## config.mk

```make
export PLATFORM = sky130hd
export DESIGN_NAME = can_bit_destuffer_flat
export DESIGN_NICKNAME = d
export VERILOG_FILES = /design/src/rtl/can_bit_destuffer_if.sv /design/src/rtl/can_bit_destuffer.sv /design/src/flat_wrapper.sv
export SDC_FILE = /design/constraint.sdc
export NUM_CORES = 1
export LEC_CHECK = 0
export ABC_AREA = 1
export BUFFER_PORTS_ARGS = -buffer_cell sky130_fd_sc_hd__clkbuf_2
export CAP_MARGIN = 10
export CORE_MARGIN = 2
export CORE_UTILIZATION = 45
export CTS_BUF_LIST = sky130_fd_sc_hd__clkbuf_8
export CTS_CLUSTER_SIZE = 8
export DETAILED_ROUTE_END_ITERATION = 16
export GPL_TIMING_DRIVEN = 0
export PLACE_DENSITY = 0.68
export SETUP_SLACK_MARGIN = 0.3
export SYNTH_ARGS = -nofsm -noshare
export SYNTH_HDL_FRONTEND = slang
export SYNTH_SLANG_ARGS = --single-unit
```

## constraint.sdc

```tcl
create_clock -name clk -period 4.1 [get_ports clk]
set_clock_uncertainty 0.05 [all_clocks]
set_input_delay 1.025 -clock clk [delete_from_list [all_inputs] [get_ports clk]]
set_output_delay 1.025 -clock clk [all_outputs]
set_load 0.05 [all_outputs]
```

## src/rtl/can_bit_destuffer_if.sv

```systemverilog
// -----------------------------------------------------------------------------
// can_bit_destuffer_if
//
// Purpose:
//   Groups the sample-side inputs and the destuffed-side outputs of the CAN bit
//   destuffer into one bundle. The bit-timing logic drives the inputs and the
//   frame shift register consumes the outputs.
//
// Signals:
//   sp          sample-point strobe, one clk wide, at most once per bit time
//   CAN_RX      synchronised bus level (0 dominant, 1 recessive), valid on sp
//   enable      stuffing region active (SOF through CRC sequence)
//   sof_clear   single-cycle pulse that restarts run tracking at frame start
//   isStuff     1 = the next sampled bit is a stuff bit and must be discarded
//   bit_out     last non-stuff sampled bit
//   bit_valid   one-cycle pulse per non-stuff bit, the cycle after sp
//   stuff_error one-cycle pulse on a stuff-rule violation
//   error_flag  sticky stuff-error indication
//   run_count   current length of the identical-bit run
//
// Modports:
//   master  the bit-timing side (drives sp/CAN_RX/enable/sof_clear)
//   slave   the destuffer itself
// -----------------------------------------------------------------------------
interface can_bit_destuffer_if #(
    parameter int CNT_W = 3
);
    logic             sp;
    logic             CAN_RX;
    logic             enable;
    logic             sof_clear;
    logic             isStuff;
    logic             bit_out;
    logic             bit_valid;
    logic             stuff_error;
    logic             error_flag;
    logic [CNT_W-1:0] run_count;

    modport master (
        output sp,
        output CAN_RX,
        output enable,
        output sof_clear,
        input  isStuff,
        input  bit_out,
        input  bit_valid,
        input  stuff_error,
        input  error_flag,
        input  run_count
    );

    modport slave (
        input  sp,
        input  CAN_RX,
        input  enable,
        input  sof_clear,
        output isStuff,
        output bit_out,
        output bit_valid,
        output stuff_error,
        output error_flag,
        output run_count
    );
endinterface

```

## src/rtl/can_bit_destuffer.sv

```systemverilog
// -----------------------------------------------------------------------------
// can_bit_destuffer
//
// Purpose:
//   Sits in front of the frame shift register in the CAN receive path. On each
//   sample-point strobe it tracks runs of identical bits; after STUFF_WIDTH equal
//   bits it raises isStuff so the next bit (the stuff bit) is dropped, checks
//   that the stuff bit has the opposite polarity, and flags a stuff error when
//   it does not. Non-stuff bits are presented on bit_out with a bit_valid pulse.
//
// Parameters:
//   STUFF_WIDTH  equal bits after which a stuff bit follows (legal 2..7)
//   CNT_W        run counter width; must be able to hold STUFF_WIDTH
//
// Ports:
//   clk      system clock, all state updates on the rising edge
//   reset_n  asynchronous active-low reset
//   bus      can_bit_destuffer_if.slave (see interface header for signals)
//
// All outputs are registered and settle one clk after the sp cycle, so they
// are stable well before the next sample point.
// -----------------------------------------------------------------------------
module can_bit_destuffer #(
    parameter int STUFF_WIDTH = 5,
    parameter int CNT_W       = 3
) (
    input  logic                  clk,
    input  logic                  reset_n,
    can_bit_destuffer_if.slave    bus
);

    localparam logic [CNT_W-1:0] STUFF_LIMIT = CNT_W'(STUFF_WIDTH);
    localparam logic [CNT_W-1:0] CNT_ONE     = CNT_W'(1);

    typedef enum logic [1:0] {
        ST_IDLE   = 2'd0,   // outside the stuffing region, or freshly cleared
        ST_COUNT  = 2'd1,   // tracking a run of identical bits
        ST_EXPECT = 2'd2,   // next sampled bit is the stuff bit
        ST_ERROR  = 2'd3    // stuff rule violated; bits pass through uncounted
    } state_t;

    state_t           state_q,       state_d;
    logic [CNT_W-1:0] run_count_q,   run_count_d;
    logic             last_bit_q,    last_bit_d;
    logic             is_stuff_q,    is_stuff_d;
    logic             bit_out_q,     bit_out_d;
    logic             bit_valid_q,   bit_valid_d;
    logic             stuff_error_q, stuff_error_d;
    logic             error_flag_q,  error_flag_d;

    // -------------------------------------------------------------------------
    // Next-state / next-output logic
    // -------------------------------------------------------------------------
    always_comb begin
        // NOTE: every variable gets a default before any branch so no path can
        // leave one unassigned and infer a latch.
        state_d       = state_q;
        run_count_d   = run_count_q;
        last_bit_d    = last_bit_q;
        is_stuff_d    = is_stuff_q;
        bit_out_d     = bit_out_q;
        error_flag_d  = error_flag_q;
        bit_valid_d   = 1'b0;
        stuff_error_d = 1'b0;

        // Frame-start clear is applied first; a coincident sp then sees the
        // cleared context and starts a new run with the sampled bit.
        if (bus.sof_clear) begin
            run_count_d  = '0;
            is_stuff_d   = 1'b0;
            error_flag_d = 1'b0;
            state_d      = bus.enable ? ST_COUNT : ST_IDLE;
        end

        if (bus.sp) begin
            if (state_d == ST_ERROR) begin
                // Only sof_clear or reset leaves ERROR, even across enable
                // changes; bits keep flowing so the frame can be drained.
                bit_valid_d = 1'b1;
                bit_out_d   = bus.CAN_RX;
            end else if (!bus.enable) begin
                // Outside the stuffing region: plain pass-through. A stuff bit
                // that was pending here is simply abandoned, without error.
                bit_valid_d = 1'b1;
                bit_out_d   = bus.CAN_RX;
                run_count_d = '0;
                is_stuff_d  = 1'b0;
                state_d     = ST_IDLE;
            end else if (state_d == ST_EXPECT) begin
                // The current bit is the stuff bit: never forwarded.
                is_stuff_d = 1'b0;
                if (bus.CAN_RX != last_bit_q) begin
                    // Legal stuff bit opens the next run as its first bit.
                    last_bit_d  = bus.CAN_RX;
                    run_count_d = CNT_ONE;
                    state_d     = ST_COUNT;
                end else begin
                    stuff_error_d = 1'b1;
                    error_flag_d  = 1'b1;
                    run_count_d   = '0;
                    state_d       = ST_ERROR;
                end
            end else begin
                // IDLE / COUNT: ordinary data bit.
                bit_valid_d = 1'b1;
                bit_out_d   = bus.CAN_RX;
                // A zero count means no run is open, so last_bit is stale and
                // must not extend anything.
                if ((run_count_d != '0) && (bus.CAN_RX == last_bit_q)) begin
                    run_count_d = run_count_d + CNT_ONE;
                end else begin
                    run_count_d = CNT_ONE;
                    last_bit_d  = bus.CAN_RX;
                end
                // Reaching the limit always moves to EXPECT, which is what
                // keeps run_count from ever passing STUFF_WIDTH.
                if (run_count_d == STUFF_LIMIT) begin
                    is_stuff_d = 1'b1;
                    state_d    = ST_EXPECT;
                end else begin
                    state_d    = ST_COUNT;
                end
            end
        end
    end

    // -------------------------------------------------------------------------
    // State and output registers
    // -------------------------------------------------------------------------
    always_ff @(posedge clk or negedge reset_n) begin
        if (!reset_n) begin
            state_q       <= ST_IDLE;
            run_count_q   <= '0;
            last_bit_q    <= 1'b1;
            is_stuff_q    <= 1'b0;
            bit_out_q     <= 1'b1;
            bit_valid_q   <= 1'b0;
            stuff_error_q <= 1'b0;
            error_flag_q  <= 1'b0;
        end else begin
            // NOTE: non-blocking assignments here so every register samples the
            // pre-edge values of the others, regardless of statement order.
            state_q       <= state_d;
            run_count_q   <= run_count_d;
            last_bit_q    <= last_bit_d;
            is_stuff_q    <= is_stuff_d;
            bit_out_q     <= bit_out_d;
            bit_valid_q   <= bit_valid_d;
            stuff_error_q <= stuff_error_d;
            error_flag_q  <= error_flag_d;
        end
    end

    assign bus.isStuff     = is_stuff_q;
    assign bus.bit_out     = bit_out_q;
    assign bus.bit_valid   = bit_valid_q;
    assign bus.stuff_error = stuff_error_q;
    assign bus.error_flag  = error_flag_q;
    assign bus.run_count   = run_count_q;

endmodule

```

## src/flat_wrapper.sv

```systemverilog
// flat-port wrapper written by rule: the top's interface ports become plain ports
module can_bit_destuffer_flat 
#(
    parameter int STUFF_WIDTH = 5,
    parameter int CNT_W       = 3
)
  (clk, reset_n, bus_sp, bus_CAN_RX, bus_enable, bus_sof_clear, bus_isStuff, bus_bit_out, bus_bit_valid, bus_stuff_error, bus_error_flag, bus_run_count);
  can_bit_destuffer_if #(.CNT_W(CNT_W)) bus_i ();
  input  logic clk;
  input  logic reset_n;
  input wire logic [$bits(bus_i.sp)-1:0] bus_sp;
  input wire logic [$bits(bus_i.CAN_RX)-1:0] bus_CAN_RX;
  input wire logic [$bits(bus_i.enable)-1:0] bus_enable;
  input wire logic [$bits(bus_i.sof_clear)-1:0] bus_sof_clear;
  output wire logic [$bits(bus_i.isStuff)-1:0] bus_isStuff;
  output wire logic [$bits(bus_i.bit_out)-1:0] bus_bit_out;
  output wire logic [$bits(bus_i.bit_valid)-1:0] bus_bit_valid;
  output wire logic [$bits(bus_i.stuff_error)-1:0] bus_stuff_error;
  output wire logic [$bits(bus_i.error_flag)-1:0] bus_error_flag;
  output wire logic [$bits(bus_i.run_count)-1:0] bus_run_count;
  assign bus_i.sp = bus_sp;
  assign bus_i.CAN_RX = bus_CAN_RX;
  assign bus_i.enable = bus_enable;
  assign bus_i.sof_clear = bus_sof_clear;
  assign bus_isStuff = bus_i.isStuff;
  assign bus_bit_out = bus_i.bit_out;
  assign bus_bit_valid = bus_i.bit_valid;
  assign bus_stuff_error = bus_i.stuff_error;
  assign bus_error_flag = bus_i.error_flag;
  assign bus_run_count = bus_i.run_count;
  can_bit_destuffer #(.STUFF_WIDTH(STUFF_WIDTH), .CNT_W(CNT_W)) u_core (.clk(clk), .reset_n(reset_n), .bus(bus_i));
endmodule
```

==> metrics.txt <==
status=finished, final reports clean; post-synth cell types=23; setup total negative slack=0 ns; clock slew at reported path FFs=approximately 0.05 ns; Die H=42.6 um; Max rail drop VDD=between 0.3 and 0.4 mV; Slew HR=81.8%; leakage=0.407 nW; DRC Markers=0; CTS tree=built; Core ar.=~1400 um2; number of synthesized flops with an enable pin=0; Post-Place Cells=108; GPL Wtd Cong=0.839; post-route ant nets=0; setup bufs post-CTS=0; flop2flop setup slack=2.48 ns; placed inst area=about 750 um2; synthesis-stage register bit count=11; Post-synth top cells=nand2_1, inv_1, dfrtp_1; Post-CTS Resized=0; CP max FO=3; vias in the first global route=504; final hold violation count=0; boundary pin count=14; register area share after synthesis=41.5%; Max Cap Viol=0; Synth Warn #=0; Final HPWL DP=939 um; worst path cell trace=clkbuf_2 -> nor2_1 -> inv_2 -> ha_1 -> o211ai_2 -> nand3_1 -> nand2_1 -> nand2_1; largest stage delay on the critical path=0.31 ns; antenna fix cells=0; share of cells above drive strength 1=40.2%; largest net degree at the start of global routing=12; synthesized cell area=669 um2; Worst-Skew Late Latency=0.24 ns; Slew @ Worst Pin=around 0.27 ns; CP max-delay cell=ha_1; Worst EP arrival=2.25 ns; Worst Path Class, Setup=input port to register; IO buf count=13; Num CTS Buffers=3; DR WL/cell=between 10 and 15 um; syn nets=88; crit path to=u_core.state_q[0]$_DFF_PN0_; pwr/cell area=332 nW/um2; fin crit period=around 2.2 ns; drt first pass iters=4; CP Capture Type=register; Synth area leaders=dfrtp_1, nand2_1, dfstp_2; Fin Hold WS=0.433 ns; Hold WC Path Type=register to register; global-route wire length before repair=1990 um; die area=approximately 1800 um2; via count=548; CTS max path bufs=2; initial antenna violation count=0; fin cells=112; top cell type by total area after synthesis=dfrtp_1; Max Freq=between 400 and 500 MHz; Reg2Reg Depth=8; nets@finish=106; row cnt=13; ys async rst share=100%; clock root cell=clkbuf_8; H-tree Lvls=1; cts hold-fix bufs=0; GRT Overall Usage=15.2%; endpoints failing setup=0; Synth Instances=80; unrepaired setup endpoints after global routing=false; Initial Util=49.6%; vias per cell=just under 5; Final Cell Area=798 um2; fin crit share=between 50 and 60%; worst reg2reg startpoint=u_core.bus.run_count[0]$_DFF_PN0_; Yosys top cell area share=33.6%; Worst path most repeated cell=nand2_1; overflow left after global routing=0; Max Slew Vio Count=0; Worst EP required=about 4.2 ns; R2R Path End=u_core.state_q[0]$_DFF_PN0_; most common cell in the netlist=nand2_1; final core occ=59.1%; Synth Flop Type=dfrtp_1; DR iter-0 viols=9; worst setup path start=bus_sof_clear; CTS Sinks=11; die width=42.6 um; area delta synth->final=19.3%; syn avg cell area=around 8.4 um2; CP startpoint kind=input port; WL final=1180 um
flip-flops by register name, summed over array words and instances (netlist names):
name and cells:
u_core.bus.bit_out 1, u_core.bus.bit_valid 1, u_core.bus.error_flag 1, u_core.bus.isStuff 1, u_core.bus.run_count 3, u_core.bus.stuff_error 1
u_core.last_bit_q 1, u_core.state_q 2
where the power goes:
part           switching, W  internal, W  total [W]
Clock             0.0000393    0.0000656   0.000105
Sequential       0.00000283     0.000115   0.000118
Combinational     0.0000309    0.0000114  0.0000423
logic make-up after synthesis:
logic type / after synthesis / share of synthesized area (%)
buf+inv: 14 / 8.23
fa+ha+maj: 2 / 3.74
flops: 11 / 41.5
compound gates: 15 / 13.6
simple gates: 38 / 32.9
stage by stage:
stage,power [W],worst slack [ns]
4_1_cts,0.000270,1.93
5_1_grt,0.000280,1.83
2_1_floorplan,0.000150,1.96
3_3_place_gp,0.000162,1.67
3_5_place_dp,0.000162,1.67
6_report,0.000265,1.92
worst max-delay path, delay by kind of cell:
| family | cells | cell delay (ns) |
|---|---|---|
| fa+ha+maj | 1 | 0.31 |
| buf+inv | 2 | 0.20 |
| simple gates | 4 | 0.49 |
| compound gates | 1 | 0.24 |
final cells by class:
cell class,instances,area [um2]
repair buffers,13,65.1
well taps,15,18.8
flip-flops and latches,11,278
clock buffers,3,41.3
clock inverters,1,3.75
inverters,14,55.1
fillers,127,552
multi-input cells,55,337
placed cells by master (no fill, tap or decap):
cell and instances:
ha_1 2, nand2_1 15, clkbuf_2 13, nand4_1 1
nand2_2 5, nand3_2 3, nand2_4 3, dfrtp_1 9
nand3_1 4, a21oi_1 2, clkbuf_8 3, inv_1 11
o21ai_2 1, o22ai_1 1, inv_4 1, o21ai_0 3
a21oi_2 1, dfstp_2 2, nor2_4 1, nor2_2 2
o211ai_2 1, o21ai_1 6, nand3b_1 1, inv_2 3
nor2_1 3
routing by layer:
metal,up-vias,track usage (%),share of wire [%]
li1,293,-,-
met1,237,18.6,49
met2,14,22.5,43
met3,4,8.19,6.5
met4,0,5.63,1.5
met5,-,0,0
worst min path at each step:
stage,slack [ns],start,cells after the start,end
6_report,0.43,u_core.bus.bit_out$_DFFE_PN1P_,2,u_core.bus.bit_out$_DFFE_PN1P_
5_1_grt,0.47,u_core.last_bit_q$_DFFE_PN1P_,2,u_core.last_bit_q$_DFFE_PN1P_
4_1_cts,0.44,u_core.bus.bit_out$_DFFE_PN1P_,2,u_core.bus.bit_out$_DFFE_PN1P_
3_5_place_dp,0.43,u_core.bus.bit_out$_DFFE_PN1P_,2,u_core.bus.bit_out$_DFFE_PN1P_
3_3_place_gp,0.42,u_core.bus.error_flag$_DFF_PN0_,2,u_core.bus.error_flag$_DFF_PN0_
2_1_floorplan,0.41,u_core.last_bit_q$_DFFE_PN1P_,2,u_core.last_bit_q$_DFFE_PN1P_
No activity file was read; power rests on OpenSTA's default activity.
